## src/rtl/core_ctrl_pkg.sv

```systemverilog
// Shared control definitions for the core pipeline sequencing logic.
// Contents:
//   hc_state_e : hazard controller sequencing states
//   REG_ZERO   : architectural x0 index (never a real dependency)
package core_ctrl_pkg;

    typedef enum logic [1:0] {
        HC_RUN,
        HC_LOAD_STALL,
        HC_MULDIV
    } hc_state_e;

    localparam logic [4:0] REG_ZERO = 5'd0;

endpackage

```

## src/rtl/hazard_controller_if.sv

```systemverilog
// Pipeline <-> hazard controller signal bundle.
// master : pipeline side (drives hazard sources, receives stage controls)
// slave  : hazard controller (consumes hazard sources, drives stage controls
//          and the stall/flush statistics counters)
interface hazard_controller_if #(
    parameter int CNT_WIDTH = 32
);
    // hazard sources
    logic                 id_use_rs1;
    logic                 id_use_rs2;
    logic [4:0]           id_rs1;
    logic [4:0]           id_rs2;
    logic                 ex_mem_read;
    logic [4:0]           ex_rd;
    logic                 ex_redirect;
    logic                 ex_md_op;
    logic                 md_done;
    logic                 dmem_req;
    logic                 dmem_ready;
    // stage controls
    logic                 pc_en;
    logic                 ifid_en;
    logic                 idex_en;
    logic                 exmem_en;
    logic                 memwb_en;
    logic                 ifid_flush;
    logic                 idex_flush;
    logic                 exmem_flush;
    logic                 memwb_flush;
    logic                 md_start;
    // statistics
    logic [CNT_WIDTH-1:0] stall_cnt;
    logic [CNT_WIDTH-1:0] flush_cnt;

    modport master (
        output id_use_rs1, id_use_rs2, id_rs1, id_rs2, ex_mem_read, ex_rd,
               ex_redirect, ex_md_op, md_done, dmem_req, dmem_ready,
        input  pc_en, ifid_en, idex_en, exmem_en, memwb_en,
               ifid_flush, idex_flush, exmem_flush, memwb_flush,
               md_start, stall_cnt, flush_cnt
    );

    modport slave (
        input  id_use_rs1, id_use_rs2, id_rs1, id_rs2, ex_mem_read, ex_rd,
               ex_redirect, ex_md_op, md_done, dmem_req, dmem_ready,
        output pc_en, ifid_en, idex_en, exmem_en, memwb_en,
               ifid_flush, idex_flush, exmem_flush, memwb_flush,
               md_start, stall_cnt, flush_cnt
    );

endinterface

```

## src/rtl/hazard_controller_hazard_detect.sv

```systemverilog
// Combinational hazard detection for the hazard controller.
// Ports:
//   i_id_use_rs1/2, i_id_rs1/2 : ID source operand usage and indices
//   i_ex_mem_read, i_ex_rd     : EX load flag and destination
//   i_dmem_req, i_dmem_ready   : MEM stage data-memory handshake
//   o_load_use                 : ID depends on a load still in EX
//   o_mem_wait                 : MEM request outstanding this cycle
module hazard_detect
    import core_ctrl_pkg::*;
(
    input  logic       i_id_use_rs1,
    input  logic       i_id_use_rs2,
    input  logic [4:0] i_id_rs1,
    input  logic [4:0] i_id_rs2,
    input  logic       i_ex_mem_read,
    input  logic [4:0] i_ex_rd,
    input  logic       i_dmem_req,
    input  logic       i_dmem_ready,
    output logic       o_load_use,
    output logic       o_mem_wait
);

    logic w_rs1_hit;
    logic w_rs2_hit;

    assign w_rs1_hit  = i_id_use_rs1 && (i_id_rs1 == i_ex_rd);
    assign w_rs2_hit  = i_id_use_rs2 && (i_id_rs2 == i_ex_rd);
    // x0 writes are discarded, so a load to x0 never creates a dependency
    assign o_load_use = i_ex_mem_read && (i_ex_rd != REG_ZERO) && (w_rs1_hit || w_rs2_hit);
    assign o_mem_wait = i_dmem_req && !i_dmem_ready;

endmodule

```

## src/rtl/hazard_controller.sv

```systemverilog
// Pipeline sequencing controller for the 5-stage RV32 core.
// Decides per cycle which pipeline registers advance, hold or load a NOP,
// and keeps free-running stall/flush statistics.
// Ports:
//   clk   : core clock, rising edge
//   rst_n : asynchronous active-low reset
//   bus   : hazard sources in, stage enables/flushes, md_start and
//           statistics counters out (hazard_controller_if.slave)
module hazard_controller
    import core_ctrl_pkg::*;
#(
    parameter int LOAD_BUBBLES = 1,
    parameter int CNT_WIDTH    = 32
) (
    input  logic               clk,
    input  logic               rst_n,
    hazard_controller_if.slave bus
);

    localparam logic [1:0] BUB_INIT = 2'(LOAD_BUBBLES - 1);

    hc_state_e            r_state;
    hc_state_e            w_state_nxt;
    logic [1:0]           r_bub;
    logic [1:0]           w_bub_nxt;
    logic [CNT_WIDTH-1:0] r_stall_cnt;
    logic [CNT_WIDTH-1:0] r_flush_cnt;

    logic w_load_use;
    logic w_mem_wait;
    logic w_redirect_evt;
    logic w_md_start;
    logic w_pc_en;
    logic w_ifid_en;
    logic w_idex_en;
    logic w_exmem_en;
    logic w_memwb_en;
    logic w_ifid_flush;
    logic w_idex_flush;
    logic w_exmem_flush;
    logic w_memwb_flush;

    hazard_detect u_detect (
        .i_id_use_rs1  (bus.id_use_rs1),
        .i_id_use_rs2  (bus.id_use_rs2),
        .i_id_rs1      (bus.id_rs1),
        .i_id_rs2      (bus.id_rs2),
        .i_ex_mem_read (bus.ex_mem_read),
        .i_ex_rd       (bus.ex_rd),
        .i_dmem_req    (bus.dmem_req),
        .i_dmem_ready  (bus.dmem_ready),
        .o_load_use    (w_load_use),
        .o_mem_wait    (w_mem_wait)
    );

    always_comb begin
        w_state_nxt    = r_state;
        w_bub_nxt      = r_bub;
        w_redirect_evt = 1'b0;
        w_md_start     = 1'b0;
        w_pc_en        = 1'b1;
        w_ifid_en      = 1'b1;
        w_idex_en      = 1'b1;
        w_exmem_en     = 1'b1;
        w_memwb_en     = 1'b1;
        w_ifid_flush   = 1'b0;
        w_idex_flush   = 1'b0;
        w_exmem_flush  = 1'b0;
        w_memwb_flush  = 1'b0;

        if (w_mem_wait) begin
            // Freeze everything upstream of MEM; WB gets a NOP so the
            // instruction already in MEM/WB is not retired twice.
            w_pc_en       = 1'b0;
            w_ifid_en     = 1'b0;
            w_idex_en     = 1'b0;
            w_exmem_en    = 1'b0;
            w_memwb_flush = 1'b1;
        end else if (r_state == HC_MULDIV || (r_state == HC_RUN && bus.ex_md_op)) begin
            // The issue cycle and the wait cycles share one decode; only
            // the issue cycle (still in RUN) pulses md_start.
            w_pc_en    = 1'b0;
            w_ifid_en  = 1'b0;
            w_idex_en  = 1'b0;
            w_md_start = (r_state == HC_RUN);
            if (bus.md_done) begin
                w_exmem_en  = 1'b1;
                w_state_nxt = HC_RUN;
            end else begin
                w_exmem_en    = 1'b0;
                w_exmem_flush = 1'b1;
                w_state_nxt   = HC_MULDIV;
            end
        end else if (r_state == HC_LOAD_STALL) begin
            w_pc_en      = 1'b0;
            w_ifid_en    = 1'b0;
            w_idex_flush = 1'b1;
            w_bub_nxt    = r_bub - 2'd1;
            if (r_bub == 2'd1) begin
                w_state_nxt = HC_RUN;
            end
        end else if (bus.ex_redirect) begin
            // Redirect squashes the ID instruction, so any load-use on it is moot.
            w_ifid_flush   = 1'b1;
            w_idex_flush   = 1'b1;
            w_redirect_evt = 1'b1;
        end else if (w_load_use) begin
            w_pc_en      = 1'b0;
            w_ifid_en    = 1'b0;
            w_idex_flush = 1'b1;
            if (LOAD_BUBBLES > 1) begin
                w_state_nxt = HC_LOAD_STALL;
                w_bub_nxt   = BUB_INIT;
            end
        end
    end

    always_ff @(posedge clk or negedge rst_n) begin
        if (!rst_n) begin
            r_state     <= HC_RUN;
            r_bub       <= '0;
            r_stall_cnt <= '0;
            r_flush_cnt <= '0;
        end else begin
            r_state <= w_state_nxt;
            r_bub   <= w_bub_nxt;
            if (!w_pc_en) begin
                r_stall_cnt <= r_stall_cnt + CNT_WIDTH'(1);
            end
            if (w_redirect_evt) begin
                r_flush_cnt <= r_flush_cnt + CNT_WIDTH'(1);
            end
        end
    end

    assign bus.pc_en       = w_pc_en;
    assign bus.ifid_en     = w_ifid_en;
    assign bus.idex_en     = w_idex_en;
    assign bus.exmem_en    = w_exmem_en;
    assign bus.memwb_en    = w_memwb_en;
    assign bus.ifid_flush  = w_ifid_flush;
    assign bus.idex_flush  = w_idex_flush;
    assign bus.exmem_flush = w_exmem_flush;
    assign bus.memwb_flush = w_memwb_flush;
    // Gated by rst_n so the start pulse drops as soon as reset asserts.
    assign bus.md_start    = w_md_start && rst_n;
    assign bus.stall_cnt   = r_stall_cnt;
    assign bus.flush_cnt   = r_flush_cnt;

endmodule

```

## src/flat_wrapper.sv

```systemverilog
// flat-port wrapper written by rule: the top's interface ports become plain ports
module hazard_controller_flat import core_ctrl_pkg::*;
#(
    parameter int LOAD_BUBBLES = 1,
    parameter int CNT_WIDTH    = 32
)
  (clk, rst_n, bus_id_use_rs1, bus_id_use_rs2, bus_id_rs1, bus_id_rs2, bus_ex_mem_read, bus_ex_rd, bus_ex_redirect, bus_ex_md_op, bus_md_done, bus_dmem_req, bus_dmem_ready, bus_pc_en, bus_ifid_en, bus_idex_en, bus_exmem_en, bus_memwb_en, bus_ifid_flush, bus_idex_flush, bus_exmem_flush, bus_memwb_flush, bus_md_start, bus_stall_cnt, bus_flush_cnt);
  hazard_controller_if #(.CNT_WIDTH(CNT_WIDTH)) bus_i ();
  input  logic clk;
  input  logic rst_n;
  input wire logic [$bits(bus_i.id_use_rs1)-1:0] bus_id_use_rs1;
  input wire logic [$bits(bus_i.id_use_rs2)-1:0] bus_id_use_rs2;
  input wire logic [$bits(bus_i.id_rs1)-1:0] bus_id_rs1;
  input wire logic [$bits(bus_i.id_rs2)-1:0] bus_id_rs2;
  input wire logic [$bits(bus_i.ex_mem_read)-1:0] bus_ex_mem_read;
  input wire logic [$bits(bus_i.ex_rd)-1:0] bus_ex_rd;
  input wire logic [$bits(bus_i.ex_redirect)-1:0] bus_ex_redirect;
  input wire logic [$bits(bus_i.ex_md_op)-1:0] bus_ex_md_op;
  input wire logic [$bits(bus_i.md_done)-1:0] bus_md_done;
  input wire logic [$bits(bus_i.dmem_req)-1:0] bus_dmem_req;
  input wire logic [$bits(bus_i.dmem_ready)-1:0] bus_dmem_ready;
  output wire logic [$bits(bus_i.pc_en)-1:0] bus_pc_en;
  output wire logic [$bits(bus_i.ifid_en)-1:0] bus_ifid_en;
  output wire logic [$bits(bus_i.idex_en)-1:0] bus_idex_en;
  output wire logic [$bits(bus_i.exmem_en)-1:0] bus_exmem_en;
  output wire logic [$bits(bus_i.memwb_en)-1:0] bus_memwb_en;
  output wire logic [$bits(bus_i.ifid_flush)-1:0] bus_ifid_flush;
  output wire logic [$bits(bus_i.idex_flush)-1:0] bus_idex_flush;
  output wire logic [$bits(bus_i.exmem_flush)-1:0] bus_exmem_flush;
  output wire logic [$bits(bus_i.memwb_flush)-1:0] bus_memwb_flush;
  output wire logic [$bits(bus_i.md_start)-1:0] bus_md_start;
  output wire logic [$bits(bus_i.stall_cnt)-1:0] bus_stall_cnt;
  output wire logic [$bits(bus_i.flush_cnt)-1:0] bus_flush_cnt;
  assign bus_i.id_use_rs1 = bus_id_use_rs1;
  assign bus_i.id_use_rs2 = bus_id_use_rs2;
  assign bus_i.id_rs1 = bus_id_rs1;
  assign bus_i.id_rs2 = bus_id_rs2;
  assign bus_i.ex_mem_read = bus_ex_mem_read;
  assign bus_i.ex_rd = bus_ex_rd;
  assign bus_i.ex_redirect = bus_ex_redirect;
  assign bus_i.ex_md_op = bus_ex_md_op;
  assign bus_i.md_done = bus_md_done;
  assign bus_i.dmem_req = bus_dmem_req;
  assign bus_i.dmem_ready = bus_dmem_ready;
  assign bus_pc_en = bus_i.pc_en;
  assign bus_ifid_en = bus_i.ifid_en;
  assign bus_idex_en = bus_i.idex_en;
  assign bus_exmem_en = bus_i.exmem_en;
  assign bus_memwb_en = bus_i.memwb_en;
  assign bus_ifid_flush = bus_i.ifid_flush;
  assign bus_idex_flush = bus_i.idex_flush;
  assign bus_exmem_flush = bus_i.exmem_flush;
  assign bus_memwb_flush = bus_i.memwb_flush;
  assign bus_md_start = bus_i.md_start;
  assign bus_stall_cnt = bus_i.stall_cnt;
  assign bus_flush_cnt = bus_i.flush_cnt;
  hazard_controller #(.LOAD_BUBBLES(LOAD_BUBBLES), .CNT_WIDTH(CNT_WIDTH)) u_core (.clk(clk), .rst_n(rst_n), .bus(bus_i));
endmodule
```

## config.mk

```make
export PLATFORM = sky130hd
export DESIGN_NAME = hazard_controller_flat
export DESIGN_NICKNAME = d
export VERILOG_FILES = /design/src/rtl/core_ctrl_pkg.sv /design/src/rtl/hazard_controller_if.sv /design/src/rtl/hazard_controller_hazard_detect.sv /design/src/rtl/hazard_controller.sv /design/src/flat_wrapper.sv
export SDC_FILE = /design/constraint.sdc
export NUM_CORES = 1
export LEC_CHECK = 0
export CAP_MARGIN = 25
export CORE_ASPECT_RATIO = 0.9
export CORE_MARGIN = 2
export CORE_UTILIZATION = 45
export CTS_BUF_LIST = sky130_fd_sc_hd__clkbuf_16
export CTS_CLUSTER_SIZE = 14
export DETAILED_ROUTE_END_ITERATION = 8
export PLACE_DENSITY = 0.78
export SLEW_MARGIN = 20
export SYNTH_ARGS = -nofsm -noshare
export SYNTH_HDL_FRONTEND = slang
export SYNTH_SLANG_ARGS = --single-unit
```

## constraint.sdc

```tcl
create_clock -name clk -period 5.3 [get_ports clk]
set_clock_uncertainty 0.15 [all_clocks]
set_input_delay 1.06 -clock clk [delete_from_list [all_inputs] [get_ports clk]]
set_output_delay 1.06 -clock clk [all_outputs]
set_load 0.005 [all_outputs]
```

==> results.toml <==
[setup_path]
critPathCapture = "bus_pc_en"
cp.arrival_ns = 3.08
regToRegSetupSlack_ns = 3.12
r2r-end = "u_core.bus.flush_cnt[25]"
worst-r2r-cell-count = 6
cp-start-kind = "primary input"
crit_required_ns = 4.09
r2r-start = "u_core.r_state[1]"
crit_type = "in2out"
path_max_fanout = 3
startpoint = "bus_ex_rd[1]"
end_kind = "primary output"

[worst_hold_path]
whs_path_depth = 1
hp-start = "u_core.bus.flush_cnt[31]"
hold_class = "reg2reg"

[yosys]
yosysTopAreaCellShare_pct = 50.84
syn-cell-area_um2 = 3199
synth_fa_ha_area_share_pct = 0.7822
seq_area_frac_synth_pct = 50.84
ys_ff_latch = 65
synth_top_family_by_area = "simple AND/OR/NAND/NOR gates"
yosys.area.top_type = "dfrtp_1"
syn_avg_cell_area_um2 = 10.96
synthSimpleGateAreaFrac_pct = 23.70
ys_types = 40
synth_nets = 319
synth-xor-area-share_pct = 19.71
async_flop_share_pct = 100.0
yosysWarnings = 0
synthCells = 292
synth-compound-area-share_pct = 1.603
synth-edff-count = 0
ys.flop_type = "dfrtp_1"
netlist_top_cells_area = "dfrtp_1 (51%), xnor2_1 (11%), xor2_1 (8.5%)"
synth.area.mux_share_pct = 0.7039

[floorplanning]
die_h_um = 83.99
coreArea_um2 = 6967
die_area_um2 = 7801
initial_core_util_pct = 45.92
io_pins = 99
num_rows = 29
die_w_um = 92.88

[timing]
hold_viol = 0
whs_ns = 0.3177
timing.slew.headroom_pct = 44.65
tns_ns = 0
tightest_slew_ns = 0.8303
rsz0062_at_grt = "no"
slew_viol_final = 0
clock.fmax_ghz = 0.2331
fin_crit_sh_pct = 80.93
min_period_ns = 4.289
setup_viol = 0

[run_status]
status = "finished clean"

[global_routing]
grt_max_degree = 66
grt_pass1_vias = 2477
grt_overflow_total = 0
grt_pass1_wl_um = 11770
antenna_found_initial = 1
grt_usage_pct = 19.04

[clock_network]
numCtsBuffers = 9
cts_max_path_buffers = 2
clock_latency_ns = 0.33
postCtsHoldBufs = 0
cts_tree = "yes"
htreeDepth = 3
clockRootBuffer = "clkbuf_16"
path_clk_slew_ns = 0.05
cts_resized = 0
clkSinkCount = 65
postCtsSetupRepairBufs = 0

[place]
io_buffers = 97
numPlacedInstances = 474
dp.final_hpwl_um = 4995
gp_congestion = 0.7635

[finish]
nFillCells = 566
drive_gt1_share_pct = 6.801
layout_common_cells = "clkdlybuf4s50_1 (96), dfrtp_1 (65), xnor2_1 (41)"
syn_to_final_growth_pct = 42.94
layout_commonest_cell = "clkdlybuf4s50_1"
multiInputGateArea_um2 = 1491
regArea_um2 = 1627
nets = 419
fin_cells = 491

[routing]
dr.first_iter.drc_count = 103
viasPerCell = 5.185
drc = 0
first_pass_iters = 4
wl_um = 7048
postRouteAntennaNets = 0
vias = 2546
wl_per_cell_um = 14.35

[pwr]
switchingPower_mw = 0.4036
p_total_mw = 1.605
p_sw_share_pct = 25.14
clock_power_share_pct = 42.1
p_int_mw = 1.202
cellLeakagePower_nw = 1.939
comb_power_share_pct = 18.5
power_density_nw_per_um2 = 351.0
seqPwrFrac_pct = 39.4
vdd_drop_max_uv = 200.0

[job]
maxCapViolCount = 0
[power by group through the flow]
stage               combinational [mW]  sequential, mW  clock (mW)
global route                     0.327           0.645       0.710
CTS                              0.303           0.633       0.689
floorplan                        0.123           0.633           0
global placement                 0.294           0.639           0
detailed placement               0.301           0.641           0
finish                           0.298           0.632       0.675
[registers in the layout (all words and copies together) (netlist names)]
name	cells
u_core.r_state	1
u_core.bus.stall_cnt	32
u_core.bus.flush_cnt	32
[per-stage QoR]
| stage | setup slack [ns] | cell area (um^2) | util (%) |
|---|---|---|---|
| 4_1_cts | 0.9941 | 4571 | 65.61 |
| 2_1_floorplan | 1.824 | 3199 | - |
| 3_3_place_gp | 1.072 | 4227 | 60.67 |
| 6_report | 1.011 | 4573 | 65.64 |
| 5_1_grt | 0.9451 | 4573 | 65.64 |
| 3_5_place_dp | 0.9908 | 4227 | 60.67 |
[synthesized netlist by cell type, types with 2 or more instances]
master	count
nand4b_1	4
xnor2_1	41
mux2_2	2
nand4_1	9
buf_4	2
and3_1	16
nand2_1	25
a21oi_1	2
nand3b_1	3
inv_1	3
dfrtp_1	65
ha_1	2
xor2_1	31
nand3_1	19
and2_1	2
buf_6	3
and4_1	4
clkbuf_1	3
and2b_1	2
nor2_1	15
nor3_1	8
nor4_1	13
[worst max-delay path, cell delays in order]
cell	delay [ns]
clkdlybuf4s50_1	0.48
or4_1	0.58
o21ai_2	0.15
nor2_1	0.08
a21boi_4	0.18
clkdlybuf4s50_1	0.54
[per-layer routing]
metal / vias up / part of all wire, % / track usage, %
met5: - / 0 / 0
met4: 0 / 0.92 / 6.417
met2: 73 / 49 / 30.17
met1: 1259 / 45 / 24.63
met3: 4 / 5.1 / 6.233
li1: 1210 / - / -
[logic make-up (layout without fill, tap and decap cells)]
logic type                 Yosys count  after routing
buffers and inverters               13            118
muxes                                2              2
DFF                                 65             65
and+or+nand+nor                    131            131
adders and majority gates            2              2
other                                1              2
xor gates and xnor gates            72             72
AOI/OAI and AO/OA                    6              6
[area by class of cell]
type	count	share of cell area, %
well taps	93	2.544
clock buffers	9	4.925
inverters	3	0.2462
diodes	1	0.05472
clock inverters	7	2.599
repair buffers	99	21.45
flip-flops and latches	65	35.57
multi-input cells	214	32.61
[worst min path at each step]
stage / slack, ns / endpoint
after floorplan: 0.31 / u_core.bus.stall_cnt[31]
after global placement: 0.31 / u_core.bus.stall_cnt[31]
after detailed placement: 0.31 / u_core.bus.stall_cnt[31]
after CTS: 0.32 / u_core.bus.stall_cnt[31]
after global routing: 0.34 / u_core.bus.stall_cnt[31]
final: 0.32 / u_core.bus.flush_cnt[31]
No activity file was read; power rests on OpenSTA's default activity.
